$ cat src/rtl/fence_sequencer_if.sv
// ---------------------------------------------------------------------------
// fence_sequencer_if
//   Groups the request, command and completion signals between the pipeline,
//   the caches/TLBs and the fence sequencer.
//   slave  : seen from the sequencer (takes requests/dones, drives commands)
//   master : seen from the pipeline/cache side (the mirror image)
//   Signals:
//     fencei_req, sfence_req          pipeline request pulses
//     dcache_flush / dflush_done      dcache write-back command / completion
//     icache_clear / iclear_done      icache invalidate command / completion
//     itlb_fence,  itlb_fence_done    ITLB fence command / completion
//     dtlb_fence,  dtlb_fence_done    DTLB fence command / completion
//     busy, fence_done                status back to the pipeline
// ---------------------------------------------------------------------------
interface fence_sequencer_if;
    logic fencei_req;
    logic sfence_req;
    logic dcache_flush;
    logic dflush_done;
    logic icache_clear;
    logic iclear_done;
    logic itlb_fence;
    logic dtlb_fence;
    logic itlb_fence_done;
    logic dtlb_fence_done;
    logic busy;
    logic fence_done;

    modport slave (
        input  fencei_req, sfence_req,
        input  dflush_done, iclear_done, itlb_fence_done, dtlb_fence_done,
        output dcache_flush, icache_clear, itlb_fence, dtlb_fence,
        output busy, fence_done
    );

    modport master (
        output fencei_req, sfence_req,
        output dflush_done, iclear_done, itlb_fence_done, dtlb_fence_done,
        input  dcache_flush, icache_clear, itlb_fence, dtlb_fence,
        input  busy, fence_done
    );
endinterface

$ cat src/rtl/fence_sequencer.sv
// ---------------------------------------------------------------------------
// fence_sequencer
//   Orders the cache/TLB maintenance steps of FENCE.I and SFENCE.VMA:
//   DFLUSH (optional) -> ICLEAR -> TLB -> DONE. Requests are latched into
//   sticky pending bits so they can arrive in any state; a FENCE.I is always
//   serviced before a pending SFENCE.VMA, and an SFENCE.VMA pending when the
//   icache clear completes is folded into the same sequence.
//   Parameters:
//     FENCEI_WB : 1 = write back dcache before icache clear, 0 = skip DFLUSH
//   Ports:
//     CLK  : clock, rising edge
//     RST  : asynchronous active-high reset
//     bus  : fence_sequencer_if.slave (requests, commands, dones, status)
// ---------------------------------------------------------------------------
module fence_sequencer #(
    parameter bit FENCEI_WB = 1'b1
) (
    input  logic               CLK,
    input  logic               RST,
    fence_sequencer_if.slave   bus
);

    typedef enum logic [2:0] {
        IDLE   = 3'd0,
        DFLUSH = 3'd1,
        ICLEAR = 3'd2,
        TLB    = 3'd3,
        DONE   = 3'd4
    } state_t;

    state_t state_q, state_d;
    logic   pend_i_q, pend_i_d;
    logic   pend_s_q, pend_s_d;
    logic   i_seen_q, i_seen_d;
    logic   d_seen_q, d_seen_d;
    logic   clr_i, clr_s;
    logic   req_i, req_s;

    // A request arriving this cycle counts as pending so IDLE can start on it
    // without an extra cycle of latency.
    assign req_i = pend_i_q | bus.fencei_req;
    assign req_s = pend_s_q | bus.sfence_req;

    always_ff @(posedge CLK or posedge RST) begin
        if (RST) begin
            state_q  <= IDLE;
            pend_i_q <= 1'b0;
            pend_s_q <= 1'b0;
            i_seen_q <= 1'b0;
            d_seen_q <= 1'b0;
        end else begin
            state_q  <= state_d;
            pend_i_q <= pend_i_d;
            pend_s_q <= pend_s_d;
            i_seen_q <= i_seen_d;
            d_seen_q <= d_seen_d;
        end
    end

    always_comb begin
        state_d  = state_q;
        clr_i    = 1'b0;
        clr_s    = 1'b0;
        i_seen_d = i_seen_q;
        d_seen_d = d_seen_q;
        case (state_q)
            IDLE: begin
                if (req_i) begin
                    clr_i = 1'b1;
                    if (FENCEI_WB) state_d = DFLUSH;
                    else           state_d = ICLEAR;
                end else if (req_s) begin
                    clr_s    = 1'b1;
                    state_d  = TLB;
                    i_seen_d = 1'b0;
                    d_seen_d = 1'b0;
                end
            end
            DFLUSH: begin
                if (bus.dflush_done) state_d = ICLEAR;
            end
            ICLEAR: begin
                if (bus.iclear_done) begin
                    if (req_s) begin
                        clr_s    = 1'b1;
                        state_d  = TLB;
                        i_seen_d = 1'b0;
                        d_seen_d = 1'b0;
                    end else begin
                        state_d = DONE;
                    end
                end
            end
            TLB: begin
                // Dones may come in either order or together; the seen bits
                // remember the earlier one.
                i_seen_d = i_seen_q | bus.itlb_fence_done;
                d_seen_d = d_seen_q | bus.dtlb_fence_done;
                if (i_seen_d && d_seen_d) state_d = DONE;
            end
            DONE:    state_d = IDLE;
            default: state_d = IDLE;
        endcase
    end

    // When a pending bit is consumed while a fresh pulse also arrives, only
    // one of the two is consumed and the other remains pending.
    assign pend_i_d = clr_i ? (pend_i_q & bus.fencei_req) : (pend_i_q | bus.fencei_req);
    assign pend_s_d = clr_s ? (pend_s_q & bus.sfence_req) : (pend_s_q | bus.sfence_req);

    // Commands depend on registered state only.
    assign bus.dcache_flush = (state_q == DFLUSH);
    assign bus.icache_clear = (state_q == ICLEAR);
    assign bus.itlb_fence   = (state_q == TLB) && !i_seen_q;
    assign bus.dtlb_fence   = (state_q == TLB) && !d_seen_q;
    assign bus.fence_done   = (state_q == DONE);
    // Busy also covers a request arriving this cycle; forced low in reset.
    assign bus.busy         = !RST && ((state_q != IDLE) || req_i || req_s);

endmodule
$ cat src/flat_wrapper.sv
// flat-port wrapper written by rule: the top's interface ports become plain ports
module fence_sequencer_flat 
#(
    parameter bit FENCEI_WB = 1'b1
)
  (CLK, RST, bus_fencei_req, bus_sfence_req, bus_dflush_done, bus_iclear_done, bus_itlb_fence_done, bus_dtlb_fence_done, bus_dcache_flush, bus_icache_clear, bus_itlb_fence, bus_dtlb_fence, bus_busy, bus_fence_done);
  fence_sequencer_if bus_i ();
  input  logic CLK;
  input  logic RST;
  input wire logic [$bits(bus_i.fencei_req)-1:0] bus_fencei_req;
  input wire logic [$bits(bus_i.sfence_req)-1:0] bus_sfence_req;
  input wire logic [$bits(bus_i.dflush_done)-1:0] bus_dflush_done;
  input wire logic [$bits(bus_i.iclear_done)-1:0] bus_iclear_done;
  input wire logic [$bits(bus_i.itlb_fence_done)-1:0] bus_itlb_fence_done;
  input wire logic [$bits(bus_i.dtlb_fence_done)-1:0] bus_dtlb_fence_done;
  output wire logic [$bits(bus_i.dcache_flush)-1:0] bus_dcache_flush;
  output wire logic [$bits(bus_i.icache_clear)-1:0] bus_icache_clear;
  output wire logic [$bits(bus_i.itlb_fence)-1:0] bus_itlb_fence;
  output wire logic [$bits(bus_i.dtlb_fence)-1:0] bus_dtlb_fence;
  output wire logic [$bits(bus_i.busy)-1:0] bus_busy;
  output wire logic [$bits(bus_i.fence_done)-1:0] bus_fence_done;
  assign bus_i.fencei_req = bus_fencei_req;
  assign bus_i.sfence_req = bus_sfence_req;
  assign bus_i.dflush_done = bus_dflush_done;
  assign bus_i.iclear_done = bus_iclear_done;
  assign bus_i.itlb_fence_done = bus_itlb_fence_done;
  assign bus_i.dtlb_fence_done = bus_dtlb_fence_done;
  assign bus_dcache_flush = bus_i.dcache_flush;
  assign bus_icache_clear = bus_i.icache_clear;
  assign bus_itlb_fence = bus_i.itlb_fence;
  assign bus_dtlb_fence = bus_i.dtlb_fence;
  assign bus_busy = bus_i.busy;
  assign bus_fence_done = bus_i.fence_done;
  fence_sequencer #(.FENCEI_WB(FENCEI_WB)) u_core (.CLK(CLK), .RST(RST), .bus(bus_i));
endmodule
$ cat config.mk
export PLATFORM = sky130hd
export DESIGN_NAME = fence_sequencer_flat
export DESIGN_NICKNAME = d
export VERILOG_FILES = /design/src/rtl/fence_sequencer_if.sv /design/src/rtl/fence_sequencer.sv /design/src/flat_wrapper.sv
export SDC_FILE = /design/constraint.sdc
export NUM_CORES = 1
export LEC_CHECK = 0
export ABC_CLOCK_PERIOD_IN_PS = 2800
export BUFFER_PORTS_ARGS = -buffer_cell sky130_fd_sc_hd__buf_2
export CAP_MARGIN = 10
export CELL_PAD_IN_SITES_DETAIL_PLACEMENT = 1
export CELL_PAD_IN_SITES_GLOBAL_PLACEMENT = 1
export CORE_UTILIZATION = 30
export CTS_BUF_LIST = sky130_fd_sc_hd__clkbuf_4
export DETAILED_ROUTE_END_ITERATION = 8
export GPL_ROUTABILITY_DRIVEN = 0
export PLACE_DENSITY_LB_ADDON = 0.1
export SLEW_MARGIN = 5
export SYNTH_ARGS = -nofsm -noshare
export SYNTH_HDL_FRONTEND = slang
export SYNTH_SLANG_ARGS = --single-unit
$ cat constraint.sdc
create_clock -name CLK -period 2.8 [get_ports CLK]
set_input_delay 0.56 -clock CLK [delete_from_list [all_inputs] [get_ports CLK]]
set_output_delay 0.56 -clock CLK [all_outputs]
set_load 0.01 [all_outputs]
==> results_tabular.tex, run 1 <==
\begin{tabular}{lr}
\hline
Metric & Value \\
\hline
\multicolumn{2}{l}{\textbf{GRT}} \\
Initial antenna violation count & 0 \\
GRT Util Overall & 15.85\% \\
Number of global-route vias before repair & 451 \\
Wire length of the first global-routing pass & 2049 microns \\
Remaining Overflow, GRT & 0 \\
Maximum number of pins on one net before global-route repair & 15 \\
\multicolumn{2}{l}{\textbf{Logic synthesis}} \\
Post-synthesis share of cell area spent on full adders, half adders and majority gates & 2.089\% \\
Ranking of synthesized cells by area & dfrtp\_1 37\%, a2111oi\_4 5.7\%, nor2\_1 4.7\% \\
Area fraction in compound gates after synthesis & 26.11\% \\
Distinct cell type count after synthesis & 30 \\
Portion of the post-synthesis area used by sequential elements & 36.55\% \\
Simple-gate portion of the synthesized area & 28.46\% \\
Xor/xnor cell area share of the yosys netlist & 0\% \\
Proportion of synthesized area in mux cells & 0\% \\
Largest family of logic cells by synthesized area & simple AND/OR/NAND/NOR gates \\
Flip-flop and latch count after synthesis & 7 \\
Synth warn & 0 \\
Cell type with the largest total area after synthesis & dfrtp\_1 \\
Cells after synthesis & 52 \\
Net count of the mapped netlist & 60 \\
Fraction of synthesized cell area taken by the top area cell type & 36.55\% \\
Top FF cell, synth & dfrtp\_1 \\
Number of enable-type register cells in the synthesized netlist & 0 \\
Post-synthesis instance area & 479.2 sq um \\
Synthesized area per cell & 9.216 sq um \\
Async set-or-reset flop fraction in the synthesized netlist & 100.0\% \\
\multicolumn{2}{l}{\textbf{Power}} \\
Pwr Density & 1108 nW/um\^{}2 \\
Static power due to leakage & 0.2466 nW \\
Overall power after layout & 634.7 uW \\
Max rail drop VDD & 0.4233 mV \\
\multicolumn{2}{l}{\textbf{Clock tree}} \\
Number of buffers created by CTS & 3 \\
Post-CTS setup-driven buffer insertion count & 0 \\
Clock latency reported for the late side of the worst-skew pair & 0.25 ns \\
Post-CTS resize count & 0 \\
CTS tree & built \\
Clock Tree Root & clkbuf\_4 \\
Clock transition at the register clock pins on the worst setup and hold paths after CTS & 0.06 ns \\
Maximum clock insertion buffer count & 2 \\
\# clock sinks & 7 \\
Hold\_buf cts & 0 \\
Htree depth & 1 \\
\multicolumn{2}{l}{\textbf{STA}} \\
Worst Hold Slack & 0.2475 ns \\
Unrepaired setup endpoints after global routing & false \\
Worst Max-Slew Pin Slew & 0.5105 ns \\
Clock skew & 0.006498 ns \\
Setup Total Neg Slack & 0 ns \\
Headroom to the max-slew limit & 65.96\% \\
Setup violations, final & 0 \\
Hold Violations, Final & 0 \\
Post-layout min period & 2.173 ns \\
Max Slew Vio Count & 0 \\
Setup slack after layout & 0.6270 ns \\
Post-route fraction of the period consumed by the critical path & 77.61\% \\
Maximum clock frequency & 460.2 MHz \\
\multicolumn{2}{l}{\textbf{Run status}} \\
Status & finished clean \\
\multicolumn{2}{l}{\textbf{Route}} \\
Iter 0 DRT Violations & 5 \\
First-pass detailed-route iteration total & 4 \\
Sum of routed wire length over all layers & 1237 microns \\
DRT antenna net count & 0 \\
Via count & 442 \\
Wire length per cell & 15.09 microns \\
Final routed DRC violation total & 0 \\
Via density per instance & 5.390 \\
\multicolumn{2}{l}{\textbf{Final layout}} \\
Area taken by multi-input logic gates & 271.5 sq um \\
Count of antenna diodes in the layout & 0 \\
Synth-to-layout area growth & 19.58\% \\
Total area of sequential cells & 175.2 sq um \\
Final core utilization & 38.04\% \\
Net total in the final layout & 75 \\
Count of non-filler cells in the finished layout & 82 \\
Proportion of layout cells with a drive suffix above 1 & 34.85\% \\
Final non-filler cell area & 573.1 sq um \\
Fillcell total & 181 \\
\multicolumn{2}{l}{\textbf{Die}} \\
Initial standard-cell utilization of the core & 31.81\% \\
Die Y-Extent & 41.97 microns \\
Number of cell rows & 14 \\
Die Span X & 41.97 microns \\
CORE AREA & 1506 sq um \\
Number of primary I/O pins & 14 \\
Floorplan die area & 1761 sq um \\
\multicolumn{2}{l}{\textbf{Placement}} \\
Number of placed cells counting well taps & 78 \\
Total placed instance area & 543.0 sq um \\
Number of port buffers & 13 \\
Hpwl dp & 862.3 microns \\
Post-place setup slack & 0.8962 ns \\
\multicolumn{2}{l}{\textbf{Critical path}} \\
Crit path buffers/inverters & 2 \\
Cell family with the largest share of critical-path delay & flip-flops \\
Crit-path max cell delay & 0.66 ns \\
Data arrival at the endpoint of the critical path & 1.61 ns \\
Worst path slowest cell & dfrtp\_1 \\
Type of destination of the critical path & primary output \\
CP Data Required Time & 2.24 ns \\
Critical path start-end classification & reg2out \\
Worst-path cell chain & or3b\_2 -> inv\_1 -> buf\_2 \\
Worst Path Max Fanout & 14 \\
Kind of launch point of the worst setup path & flop \\
\multicolumn{2}{l}{\textbf{Min path}} \\
Worst hold path class & in2async \\
\multicolumn{2}{l}{\textbf{Run}} \\
MaxCap Viol Count & 0 \\
\hline
\end{tabular}
[final cells by class]
type / count / share of cell area [%]
sequential: 7 / 30.57
timing repair buffer: 13 / 11.35
multi-input combinational: 39 / 47.38
inverter: 3 / 1.965
tap: 16 / 3.493
clock buffer: 4 / 5.240
[cells in the final DEF, fill, tap and decap left out, types with 2 or more instances in the layout]
cell type / netlist / layout
clkbuf_4: 0 / 4
a21oi_1: 2 / 2
nor2_1: 6 / 6
inv_1: 3 / 3
a31oi_1: 3 / 3
nand2_1: 5 / 5
buf_2: 2 / 13
dfrtp_1: 7 / 7
o21ai_0: 2 / 2
[state kept, by name, summed over array words and instances, names as in the netlist]
name	flops
u_core.i_seen_q	1
u_core.pend_i_q	1
u_core.state_q	3
u_core.pend_s_q	1
u_core.d_seen_q	1
[worst paths after layout]
kind,startpoint,endpoint,slack [ns],cells past startpoint
worst max-delay path,u_core.state_q[0],bus_dcache_flush,0.63,3
worst min-delay path,RST,u_core.state_q[1],0.25,2
worst max register to register,u_core.state_q[0],u_core.pend_s_q,1.23,3
worst min register to register,u_core.i_seen_q,u_core.i_seen_q,0.54,2
max in group asynchronous,RST,u_core.state_q[0],2.32,2
min in group CLK,u_core.i_seen_q,u_core.i_seen_q,0.54,2
[layer usage]
layer  routed length, microns  up-vias  part of all wire, %  track usage [%]
li1                         -      219                    -                -
met1                      661      213                   53            21.49
met2                      522        8                   42            23.44
met3                       36        2                  2.9            3.913
met4                       16        0                  1.3            7.742
met5                        0        -                    0                0
[synthesized netlist by cell type (2+ instances only)]
| master | count |
|---|---|
| dfrtp_1 | 7 |
| nor2_1 | 6 |
| nand2_1 | 5 |
| a31oi_1 | 3 |
| inv_1 | 3 |
| a21oi_1 | 2 |
| buf_2 | 2 |
| o21ai_0 | 2 |
[logic make-up after synthesis]
| group | after synthesis |
|---|---|
| simple gates | 23 |
| compound gates | 15 |
| flops | 7 |
| buf+inv | 6 |
| fa+ha+maj | 1 |
[power breakdown]
| group | total, mW | internal, mW | switching (mW) |
|---|---|---|---|
| clock network | 0.103 | 0.0642 | 0.0389 |
| logic | 0.282 | 0.138 | 0.144 |
| registers | 0.249 | 0.149 | 0.100 |
No activity file was read; power rests on OpenSTA's default activity.
==> inputs of run 2 (changes only) <==
- ABC_CLOCK_PERIOD_IN_PS: 2800 -> 2000
- clock period: 2.8 -> 2 ns (I/O delays scaled with it)
==> results_tabular.tex, run 2 (synthesis results as in run 1) <==
\begin{tabular}{lr}
\hline
Metric & Value \\
\hline
\multicolumn{2}{l}{\textbf{STA}} \\
Headroom to the max-slew limit & 75.89\% (+9.9 points) \\
Setup violations, final & 0 (unchanged) \\
Maximum clock frequency & 533.0 MHz \\
Setup Total Neg Slack & 0 ns (unchanged) \\
Worst Max-Slew Pin Slew & 0.3597 ns (-0.1508 ns) \\
Clock skew & 0.005209 ns (-0.001289 ns) \\
Worst Hold Slack & 0.08523 ns (-0.1622 ns) \\
Post-route fraction of the period consumed by the critical path & 93.80\% \\
Unrepaired setup endpoints after global routing & false \\
Max Slew Vio Count & 0 (unchanged) \\
Post-layout min period & 1.876 ns \\
Hold Violations, Final & 0 (unchanged) \\
\multicolumn{2}{l}{\textbf{Placement}} \\
Hpwl dp & 946 microns (+9.7\%) \\
Total placed instance area & 550.5 sq um (+1.4\%) \\
Number of port buffers & 13 (unchanged) \\
\multicolumn{2}{l}{\textbf{Power}} \\
Pwr Density & 1547 nW/um\^{}2 (+40\%) \\
Comb pwr share & 48.2\% (+3.7 points) \\
Clock Power Share & 16.1\% (about the same) \\
Static power due to leakage & 0.2514 nW (+1.9\%) \\
Switching power & 392.7 uW (+39\%) \\
Net switching fraction of the power & 43.73\% (-0.94 points) \\
Part of the total power dissipated in sequential elements & 35.7\% (-3.6 points) \\
Max rail drop VDD & 0.6215 mV (+47\%) \\
Cell internal pwr & 505.3 uW (+44\%) \\
\multicolumn{2}{l}{\textbf{Critical path}} \\
Data arrival at the endpoint of the critical path & 1.48 ns (-0.13 ns) \\
End of the worst register-to-register path & u\_core.pend\_s\_q \\
Startpoint of the worst register-to-register path & u\_core.state\_q[1] \\
Type of destination of the critical path & primary output \\
Worst Path Max Fanout & 11 (-3) \\
Worst-path cell chain & or3b\_2 -> inv\_1 -> buf\_2 \\
CP Data Required Time & 1.60 ns (-0.64 ns) \\
Logic depth of the worst register-to-register path & 3 (unchanged) \\
Kind of launch point of the worst setup path & flop \\
Cell family with the largest share of critical-path delay & simple AND/OR/NAND/NOR gates \\
Worst path slowest cell & or3b\_2 \\
Critical path start-end classification & reg2out \\
Register-to-register path setup slack & 0.45 ns (-0.78 ns) \\
Crit-path max cell delay & 0.55 ns (-0.11 ns) \\
Crit path buffers/inverters & 2 (unchanged) \\
\multicolumn{2}{l}{\textbf{Final layout}} \\
Synth-to-layout area growth & 21.15\% \\
Most frequent standard cell in the layout excluding fill and tap cells & buf\_2 \\
Net total in the final layout & 76 (+1.3\%) \\
Register ranked first by flip-flop count & u\_core.state\_q \\
Final core utilization & 38.54\% (+0.50 points) \\
Final non-filler cell area & 580.6 sq um (+1.3\%) \\
Count of antenna diodes in the layout & 0 (unchanged) \\
Proportion of layout cells with a drive suffix above 1 & 35.82\% (+0.97 points) \\
Fillcell total & 186 (+2.8\%) \\
Most frequent cells in the layout & 13 x buf\_2, 7 x dfrtp\_1, 6 x nor2\_1 \\
Flip-flop count of the largest register after layout & 3 (unchanged) \\
\multicolumn{2}{l}{\textbf{Die}} \\
Initial standard-cell utilization of the core & 31.81\% (unchanged) \\
Number of primary I/O pins & 14 (unchanged) \\
CORE AREA & 1506 sq um (unchanged) \\
Floorplan die area & 1761 sq um (unchanged) \\
Die Y-Extent & 41.97 microns (unchanged) \\
Number of cell rows & 14 (unchanged) \\
Die Span X & 41.97 microns (unchanged) \\
\multicolumn{2}{l}{\textbf{Run}} \\
MaxCap Viol Count & 0 (unchanged) \\
\multicolumn{2}{l}{\textbf{Route}} \\
Iter 0 DRT Violations & 12 (+7) \\
Final routed DRC violation total & 0 (unchanged) \\
First-pass detailed-route iteration total & 3 (-1) \\
Via density per instance & 5.566 (+3.3\%) \\
DRT antenna net count & 0 (unchanged) \\
Via count & 462 (+4.5\%) \\
Sum of routed wire length over all layers & 1199 microns (-3.1\%) \\
Wire length per cell & 14.45 microns (-4.2\%) \\
\multicolumn{2}{l}{\textbf{Clock tree}} \\
Number of buffers created by CTS & 3 (unchanged) \\
Clock transition at the register clock pins on the worst setup and hold paths after CTS & 0.06 ns (about the same) \\
Hold\_buf cts & 0 (unchanged) \\
CTS tree & built \\
Clock Tree Root & clkbuf\_4 \\
Clock latency reported for the late side of the worst-skew pair & 0.25 ns (about the same) \\
Post-CTS setup-driven buffer insertion count & 0 (unchanged) \\
\# clock sinks & 7 (unchanged) \\
Post-CTS resize count & 0 (unchanged) \\
Maximum clock insertion buffer count & 2 (unchanged) \\
Htree depth & 1 (unchanged) \\
\multicolumn{2}{l}{\textbf{GRT}} \\
Number of global-route vias before repair & 442 (-2.0\%) \\
Initial antenna violation count & 0 (unchanged) \\
GRT Util Overall & 15.48\% (-0.36 points) \\
Maximum number of pins on one net before global-route repair & 12 (-3) \\
Wire length of the first global-routing pass & 2042 microns (-0.34\%) \\
Remaining Overflow, GRT & 0 (unchanged) \\
\multicolumn{2}{l}{\textbf{Run status}} \\
Status & finished clean \\
\multicolumn{2}{l}{\textbf{Min path}} \\
Worst hold path class & in2async \\
\hline
\end{tabular}
-- run 2: worst max-delay path by stage --
stage | start | cells after the start | slack, ns | to
6_report | u_core.state_q[1] | 3 | 0.12 | bus_dcache_flush
5_1_grt | u_core.state_q[1] | 3 | 0.06 | bus_dcache_flush
4_1_cts | u_core.state_q[1] | 3 | 0.12 | bus_dcache_flush
3_5_place_dp | u_core.state_q[1] | 3 | 0.40 | bus_dcache_flush
3_3_place_gp | u_core.state_q[1] | 3 | 0.43 | bus_dcache_flush
2_1_floorplan | u_core.state_q[1] | 3 | 0.53 | bus_dcache_flush
-- run 2: power by group through the flow --
stage	Combinational (mW)	Clock (mW)	Sequential, mW
finish	0.432	0.145	0.321
global route	0.486	0.161	0.335
CTS	0.439	0.150	0.320
detailed placement	0.435	0	0.322
global placement	0.441	0	0.317
floorplan	0.392	0	0.252
-- run 2: area by class of cell --
class / instances / area [sq um] / area share [%]
Multi-Input combinational cell: 39 / 271.5 / 46.77
Sequential cell: 7 / 175.2 / 30.17
Timing Repair Buffer: 14 / 72.57 / 12.50
Clock buffer: 4 / 30.03 / 5.172
Tap cell: 16 / 20.02 / 3.448
Inverter: 3 / 11.26 / 1.940
-- run 2: layer usage --
metal	up-vias	GRT usage (%)	wire, microns
li1	222	-	-
met1	228	21.21	571
met2	10	23.13	566
met3	2	3.043	48
met4	0	7.742	12
met5	-	0	0
-- run 2: worst register-to-register path: stages (launching register included) --
cell	delay (ns)
dfrtp_1	0.53
nor3b_2	0.37
a22oi_1	0.15
maj3_1	0.38
-- run 2: stage by stage --
stage / power, mW / worst slack, ns / cells
after floorplan: 0.6437 / 0.5281 / 52
after global placement: 0.7576 / 0.4308 / 79
after detailed placement: 0.7565 / 0.4006 / 79
after CTS: 0.9086 / 0.1161 / 83
after global routing: 0.9818 / 0.05856 / 83
final: 0.8980 / 0.1239 / 83
